## config.mk

```make
export PLATFORM = sky130hd
export DESIGN_NAME = mul_div_unit_flat
export DESIGN_NICKNAME = d
export VERILOG_FILES = /design/src/rtl/mul_div_unit_pkg.sv /design/src/rtl/mul_div_unit_if.sv /design/src/rtl/mul_div_step.sv /design/src/rtl/mul_div_unit.sv /design/src/flat_wrapper.sv
export SDC_FILE = /design/constraint.sdc
export NUM_CORES = 1
export LEC_CHECK = 0
export ABC_CLOCK_PERIOD_IN_PS = 4450
export BUFFER_PORTS_ARGS = -buffer_cell sky130_fd_sc_hd__buf_2
export CAP_MARGIN = 20
export CORE_MARGIN = 2
export CORE_UTILIZATION = 50
export CTS_BUF_LIST = sky130_fd_sc_hd__clkbuf_4 sky130_fd_sc_hd__clkbuf_8 sky130_fd_sc_hd__clkbuf_16
export CTS_CLUSTER_DIAMETER = 30
export DETAILED_ROUTE_END_ITERATION = 16
export GPL_ROUTABILITY_DRIVEN = 0
export PLACE_DENSITY = 0.71
export SETUP_SLACK_MARGIN = 0.02
export SLEW_MARGIN = 15
export SYNTH_ARGS = -nofsm -noshare
export SYNTH_HDL_FRONTEND = slang
export SYNTH_HIERARCHICAL = 1
export SYNTH_SLANG_ARGS = --single-unit
```

## constraint.sdc

```tcl
create_clock -name clock -period 4.45 [get_ports clock]
set_input_delay 0.6675 -clock clock [delete_from_list [all_inputs] [get_ports clock]]
set_output_delay 0.6675 -clock clock [all_outputs]
set_load 0.02 [all_outputs]
```

## src/rtl/mul_div_unit_pkg.sv

```systemverilog
// Shared constants for the multiply/divide unit: op encodings, FSM states and
// the iteration mode selector used by the datapath step.
package mul_div_unit_pkg;

  localparam logic [1:0] MULDIV_MULTU = 2'b00;
  localparam logic [1:0] MULDIV_DIVU  = 2'b01;
  localparam logic [1:0] MULDIV_MULT  = 2'b10;
  localparam logic [1:0] MULDIV_DIV   = 2'b11;

  typedef enum logic [1:0] {
    MULDIV_IDLE   = 2'd0,
    MULDIV_RUN    = 2'd1,
    MULDIV_FINISH = 2'd2
  } muldiv_state_t;

  typedef enum logic {
    STEP_MUL = 1'b0,
    STEP_DIV = 1'b1
  } step_mode_t;

endpackage

```

## src/rtl/mul_div_unit_if.sv

```systemverilog
// Pipeline-side bus of the multiply/divide unit: request, HI/LO moves and results.
interface mul_div_unit_if #(
  parameter int N = 32
);
  logic         start;
  logic [1:0]   op;
  logic [N-1:0] inA;
  logic [N-1:0] inB;
  logic         write_hi;
  logic         write_lo;
  logic [N-1:0] write_data;
  logic         busy;
  logic         done;
  logic [N-1:0] hi;
  logic [N-1:0] lo;
  logic         div_by_zero;

  modport master (
    output start, op, inA, inB, write_hi, write_lo, write_data,
    input  busy, done, hi, lo, div_by_zero
  );

  modport slave (
    input  start, op, inA, inB, write_hi, write_lo, write_data,
    output busy, done, hi, lo, div_by_zero
  );
endinterface

```

## src/rtl/mul_div_step.sv

```systemverilog
// One combinational iteration: shift-add multiply on {carry, P, multiplier}
// or restoring divide on {remainder, quotient}.
module mul_div_step
  import mul_div_unit_pkg::*;
#(
  parameter int N = 32
) (
  input  step_mode_t   mode,
  input  logic [2*N:0] acc,
  input  logic [N-1:0] operand,
  output logic [2*N:0] acc_next
);
  logic [N:0] sum;
  logic [N:0] shifted;
  logic [N:0] trial;

  always_comb begin
    sum      = acc[2*N:N] + (acc[0] ? {1'b0, operand} : '0);
    shifted  = acc[2*N-1:N-1];
    // Trial sign bit is reliable: remainder*2+bit is always below 2*divisor.
    trial    = shifted - {1'b0, operand};
    acc_next = '0;
    if (mode == STEP_MUL)
      acc_next = {1'b0, sum, acc[N-1:1]};
    else if (trial[N])
      acc_next = {1'b0, shifted[N-1:0], acc[N-2:0], 1'b0};
    else
      acc_next = {1'b0, trial[N-1:0], acc[N-2:0], 1'b1};
  end
endmodule

```

## src/rtl/mul_div_unit.sv

```systemverilog
// Iterative MIPS mult/multu/div/divu unit with HI/LO registers, N+1 cycle latency.
// Signed operation is built only when MULDIV_SIGNED_EN is defined.
module mul_div_unit #(
  parameter int N = 32
) (
  input logic           clock,
  input logic           reset,
  mul_div_unit_if.slave bus
);
  import mul_div_unit_pkg::*;

  localparam int CW = $clog2(N);

  muldiv_state_t state, state_next;
  logic [CW-1:0] count;
  logic [2*N:0]  acc, acc_next;
  logic [N-1:0]  operand, a_mag, b_mag;
  logic [N-1:0]  hi_reg, lo_reg, hi_res, lo_res;
  step_mode_t    mode;
  logic          accept, iterate, finish, reg_write;
  logic          div_zero, dz_reg, done_reg;

`ifdef MULDIV_SIGNED_EN
  logic a_neg, b_neg, neg_q, neg_r;

  function automatic logic [N-1:0] cond_neg(input logic [N-1:0] v, input logic neg);
    return neg ? -v : v;
  endfunction

  function automatic logic [2*N-1:0] cond_neg_wide(input logic [2*N-1:0] v, input logic neg);
    return neg ? -v : v;
  endfunction

  assign a_neg = bus.op[1] & bus.inA[N-1];
  assign b_neg = bus.op[1] & bus.inB[N-1];
  assign a_mag = a_neg ? -bus.inA : bus.inA;
  assign b_mag = b_neg ? -bus.inB : bus.inB;

  always_ff @(posedge clock) begin
    if (accept) begin
      neg_q <= a_neg ^ b_neg;
      neg_r <= a_neg;
    end
  end
`else
  logic unused_sign_sel;
  assign unused_sign_sel = bus.op[1];
  assign a_mag = bus.inA;
  assign b_mag = bus.inB;
`endif

  always_ff @(posedge clock) begin
    if (reset) state <= MULDIV_IDLE;
    else       state <= state_next;
  end

  always_comb begin
    state_next = state;
    case (state)
      MULDIV_IDLE:   if (bus.start) state_next = MULDIV_RUN;
      MULDIV_RUN:    if (count == '0) state_next = MULDIV_FINISH;
      MULDIV_FINISH: state_next = MULDIV_IDLE;
      default:       state_next = MULDIV_IDLE;
    endcase
  end

  always_comb begin
    accept    = 1'b0;
    iterate   = 1'b0;
    finish    = 1'b0;
    reg_write = 1'b0;
    case (state)
      MULDIV_IDLE: begin
        accept    = bus.start;
        reg_write = 1'b1;
      end
      MULDIV_RUN:    iterate = 1'b1;
      MULDIV_FINISH: finish  = 1'b1;
      default: ;
    endcase
    bus.busy = (state != MULDIV_IDLE);
  end

  always_ff @(posedge clock) begin
    if (reset)
      count <= '0;
    else if (accept)
      count <= CW'(N-1);
    else if (iterate && count != '0)
      count <= count - 1'b1;
  end

  // Divide keeps the dividend in the quotient half; multiply keeps the multiplier there.
  always_ff @(posedge clock) begin
    if (accept) begin
      mode <= step_mode_t'(bus.op[0]);
      if (bus.op[0]) begin
        acc     <= {1'b0, {N{1'b0}}, a_mag};
        operand <= b_mag;
      end else begin
        acc     <= {1'b0, {N{1'b0}}, b_mag};
        operand <= a_mag;
      end
    end else if (iterate) begin
      acc <= acc_next;
    end
  end

  mul_div_step #(.N(N)) u_step (
    .mode     (mode),
    .acc      (acc),
    .operand  (operand),
    .acc_next (acc_next)
  );

  assign div_zero = (mode == STEP_DIV) && (operand == '0);

  always_comb begin
    hi_res = acc[2*N-1:N];
    lo_res = acc[N-1:0];
`ifdef MULDIV_SIGNED_EN
    if (mode == STEP_MUL) begin
      {hi_res, lo_res} = cond_neg_wide(acc[2*N-1:0], neg_q);
    end else begin
      hi_res = cond_neg(acc[2*N-1:N], neg_r);
      lo_res = cond_neg(acc[N-1:0], neg_q);
    end
`endif
    // A zero divisor leaves the dividend in the remainder; the quotient is forced.
    if (div_zero) lo_res = '1;
  end

  always_ff @(posedge clock) begin
    if (reset) begin
      hi_reg   <= '0;
      lo_reg   <= '0;
      dz_reg   <= 1'b0;
      done_reg <= 1'b0;
    end else begin
      done_reg <= finish;
      if (accept) dz_reg <= 1'b0;
      if (reg_write && bus.write_hi) hi_reg <= bus.write_data;
      if (reg_write && bus.write_lo) lo_reg <= bus.write_data;
      if (finish) begin
        hi_reg <= hi_res;
        lo_reg <= lo_res;
        dz_reg <= div_zero;
      end
    end
  end

  assign bus.done        = done_reg;
  assign bus.hi          = hi_reg;
  assign bus.lo          = lo_reg;
  assign bus.div_by_zero = dz_reg;
endmodule

```

## src/flat_wrapper.sv

```systemverilog
// flat-port wrapper written by rule: the top's interface ports become plain ports
module mul_div_unit_flat import mul_div_unit_pkg::*;
#(
  parameter int N = 32
)
  (clock, reset, bus_start, bus_op, bus_inA, bus_inB, bus_write_hi, bus_write_lo, bus_write_data, bus_busy, bus_done, bus_hi, bus_lo, bus_div_by_zero);
  mul_div_unit_if #(.N(N)) bus_i ();
  input logic clock;
  input logic reset;
  input wire logic [$bits(bus_i.start)-1:0] bus_start;
  input wire logic [$bits(bus_i.op)-1:0] bus_op;
  input wire logic [$bits(bus_i.inA)-1:0] bus_inA;
  input wire logic [$bits(bus_i.inB)-1:0] bus_inB;
  input wire logic [$bits(bus_i.write_hi)-1:0] bus_write_hi;
  input wire logic [$bits(bus_i.write_lo)-1:0] bus_write_lo;
  input wire logic [$bits(bus_i.write_data)-1:0] bus_write_data;
  output wire logic [$bits(bus_i.busy)-1:0] bus_busy;
  output wire logic [$bits(bus_i.done)-1:0] bus_done;
  output wire logic [$bits(bus_i.hi)-1:0] bus_hi;
  output wire logic [$bits(bus_i.lo)-1:0] bus_lo;
  output wire logic [$bits(bus_i.div_by_zero)-1:0] bus_div_by_zero;
  assign bus_i.start = bus_start;
  assign bus_i.op = bus_op;
  assign bus_i.inA = bus_inA;
  assign bus_i.inB = bus_inB;
  assign bus_i.write_hi = bus_write_hi;
  assign bus_i.write_lo = bus_write_lo;
  assign bus_i.write_data = bus_write_data;
  assign bus_busy = bus_i.busy;
  assign bus_done = bus_i.done;
  assign bus_hi = bus_i.hi;
  assign bus_lo = bus_i.lo;
  assign bus_div_by_zero = bus_i.div_by_zero;
  mul_div_unit #(.N(N)) u_core (.clock(clock), .reset(reset), .bus(bus_i));
endmodule
```

==> impl_metrics.env <==
export IMPL_largest_register="u_core/acc"
export IMPL_cp_slowest_stage_delay_ns=0.56
export IMPL_power_switching_fraction_pct=42.1
export IMPL_boundaryPins=170
export IMPL_layout_area_overhead_vs_synth_pct=13.9
export IMPL_synthArstFlopShare_pct=0
export IMPL_worst_path_dominant_cell_family="compound AO/OA/AOI/OAI gates"
export IMPL_via_per_inst=5.89
export IMPL_clockPowerShare_pct=18.2
export IMPL_critPathRequiredTime_ns=4.64
export IMPL_synth_top_flop_cell="edfxtp_1"
export IMPL_synth_largest_type_area_fraction_pct=24.7
export IMPL_grt_max_degree=66
export IMPL_cts_made_buffers=17
export IMPL_die_y_um=158
export IMPL_timing_max_slew_rel_slack_pct=37.4
export IMPL_power_combinational_fraction_pct=52.7
export IMPL_criticalPathCategory="register to register"
export IMPL_cellPowerDensity_nw_per_um2=614
export IMPL_rr_worst_depth=14
export IMPL_number_of_global_route_vias_before_repair=9808
export IMPL_clk_transition_reported_paths_ns=0.08
export IMPL_end_kind="register"
export IMPL_fraction_of_the_cycle_the_final_worst_path_needs_pct=87.7
export IMPL_timing_hold_worst_class="register to register"
export IMPL_netlist_instances=1294
export IMPL_yosysSeqAreaShare_pct=37.0
export IMPL_total_power_uw=8320
export IMPL_mappedNetlistArea_um2=11900
export IMPL_hpwlAfterDp_um=24900
export IMPL_synthesized_nets=1464
export IMPL_routed_via_count=10400
export IMPL_port_buffer_count=168
export IMPL_post_synth_top_area_cell="edfxtp_1"
export IMPL_die_area_um2=25100
export IMPL_filler_cell_count=2134
export IMPL_count_of_unresolved_drc_violations_after_routing=0
export IMPL_totalNegativeSetupSlack_ns=0
export IMPL_placeableCoreArea_um2=23400
export IMPL_synthesis_area_per_instance_um2=9.20
export IMPL_power_sequential_fraction_pct=29.1
export IMPL_hold_vio_cnt_final=0
export IMPL_synth_edf_count=98
export IMPL_cellLeakagePower_uw=0.00599
export IMPL_slowest_stage="edfxtp_1"
export IMPL_setup_viol=0
export IMPL_grt_first_pass_wirelength_um=52000
export IMPL_insertion_delay_ns=0.44
export IMPL_cell_internal_pwr_uw=4820
export IMPL_cts_resized_gates=0
export IMPL_initial_core_util_pct=50.9
export IMPL_synth_cell_types=74
export IMPL_routed_length_per_placed_instance_um=19.2
export IMPL_synth_warning_count=6
export IMPL_detail_route_first_pass_iterations=6
export IMPL_max_ffs_per_register=65
export IMPL_number_of_cells_on_the_critical_path=14
export IMPL_post_cts_hold_buffer_count=0
export IMPL_h_tree_depth=4
export IMPL_ctsRootBufferMaster="clkbuf_16"
export IMPL_max_clock_path_buffers=2
export IMPL_max_cap_violations=0
export IMPL_synth_seq_cells=171
export IMPL_setup_repair_after_global_routing_missed_its_margin="no"
export IMPL_status="completed"
export IMPL_worst_hold_path_num_cells=1
export IMPL_layout_nets=1599
export IMPL_timing_critical_path_fanout_max=26
export IMPL_p_sw_uw=3510
export IMPL_max_freq_ghz=0.256
export IMPL_timing_clock_skew_ns=0.0147
export IMPL_worst_ep_arrival_time_ns=4.09
export IMPL_fin_crit_ns=3.90
export IMPL_global_route_overflow_total=0
export IMPL_final_layout_size_suffix_gt1_share_pct=22.1
export IMPL_tightest_slew_ns=0.938
export IMPL_worst_setup_path_start_kind="register"
export IMPL_critical_path_cell_chain="buf_4 > and2_1 > ha_1 > a211oi_1 > o21ai_0 > o211ai_1 > nand4_1 > and2_1 > a31o_2 > o41ai_2 > o21ai_0 > xnor2_1 > mux2i_1 > nor2b_1"
export IMPL_die_width_um=158
export IMPL_path_buf_inv=1
export IMPL_cts_tree="yes"
export IMPL_synth_area_top_cells="edfxtp_1 (25%), dfxtp_1 (12%), ha_1 (6.8%)"
export IMPL_clock_sinks=171
export IMPL_route_antenna_remaining_nets=0
export IMPL_drt_iter0_drc=924
export IMPL_globalRouteTotalUtil_pct=26.7
export IMPL_finalMaxSlewViolations=0
export IMPL_grt_antenna_before_repair=0
export IMPL_routed_wl_um=33800
export IMPL_cts_setup_buffers=0
export IMPL_peakVddDrop_mv=0.369
export IMPL_rows=56
[path summary, 6_finish.rpt]
path	startpoint	endpoint	slack (ns)
max	u_core/acc[0]	u_core/acc[62]	0.55
max reg2reg	u_core/acc[0]	u_core/acc[62]	0.55
min	u_core/count[4]	u_core/state[1]	0.48
min reg2reg	u_core/count[4]	u_core/state[1]	0.48
[per-layer routing]
| layer | vias up | GRT usage [%] | part of all wire, % |
|---|---|---|---|
| li1 | 4964 | - | - |
| met1 | 4931 | 34.7 | 42 |
| met2 | 425 | 45.5 | 48 |
| met3 | 57 | 4.35 | 7.1 |
| met4 | 0 | 8.67 | 2.6 |
| met5 | - | 0 | 0 |
[kinds of logic after synthesis]
logic type	after synthesis	share of synthesized area (%)
other cells	1	0.0315
xor+xnor	53	4.06
fa+ha+maj	67	7.16
buf+inv	114	4.38
compound gates	309	18.2
simple gates	445	17.2
mux	134	12.0
flops	171	37.0
[power groups by stage]
stage / clock [µW] / sequential, µW / combinational [µW]
2_1_floorplan: 0 / 2370 / 3510
3_3_place_gp: 0 / 2450 / 4210
3_5_place_dp: 0 / 2450 / 4300
4_1_cts: 1540 / 2420 / 4340
5_1_grt: 1600 / 2460 / 4820
6_report: 1510 / 2420 / 4390
[final cells by class]
cell class	instances	area, µm²	area share (%)
sequential	171	4400	32.5
timing repair buffer	185	983	7.25
multi-input combinational	1009	7010	51.7
clock inverter	15	170	1.25
antenna	1	2.50	0.0184
tap	319	399	2.94
clock buffer	17	425	3.14
inverter	45	169	1.24
[cells in the mapped netlist, types with 5 or more instances]
| library cell | number |
|---|---|
| nand4_1 | 6 |
| nor4_1 | 7 |
| buf_1 | 5 |
| nor2_1 | 134 |
| nor3_1 | 13 |
| dfxtp_1 | 73 |
| mux2i_1 | 69 |
| o31ai_1 | 6 |
| nand2b_1 | 10 |
| buf_2 | 13 |
| xnor2_1 | 32 |
| o21ai_0 | 41 |
| nor2b_1 | 44 |
| inv_1 | 45 |
| or2_2 | 9 |
| ha_1 | 65 |
| a211oi_1 | 11 |
| a21o_1 | 22 |
| nand2_1 | 157 |
| a21oi_1 | 109 |
| and2_1 | 35 |
| xor2_1 | 20 |
| mux2_2 | 64 |
| clkbuf_1 | 43 |
| nand3_1 | 15 |
| a221o_1 | 32 |
| a311oi_1 | 33 |
| edfxtp_1 | 98 |
| o21a_1 | 11 |
[cell usage in the layout (no fill, tap or decap), drive strengths merged, types with 8 or more instances in the layout]
master	instances
nand2	157
a221o	32
inv	54
dfxtp	73
or2	9
nand2b	11
edfxtp	98
nor2	136
buf	185
o21ai	44
ha	65
and2	36
nor4	8
a311oi	33
nor3	13
a21oi	113
xnor2	32
nand3	15
clkbuf	17
mux2i	69
mux2	65
xor2	21
nor2b	44
a211oi	12
a21o	24
o21a	11
[through the flow]
stage / instances / hold slack (ns) / setup slack, ns / util, % / area, µm²
4_1_cts: 1761 / 0.483 / 0.644 / 58.0 / 13600
5_1_grt: 1761 / 0.499 / 0.305 / 58.0 / 13600
6_report: 1762 / 0.479 / 0.549 / 58.0 / 13600
3_3_place_gp: 1729 / 0.441 / 0.617 / 55.4 / 13000
3_5_place_dp: 1729 / 0.471 / 0.648 / 55.4 / 13000
2_1_floorplan: 1294 / 0.422 / 0.522 / - / 11900
No activity file was read; power rests on OpenSTA's default activity.
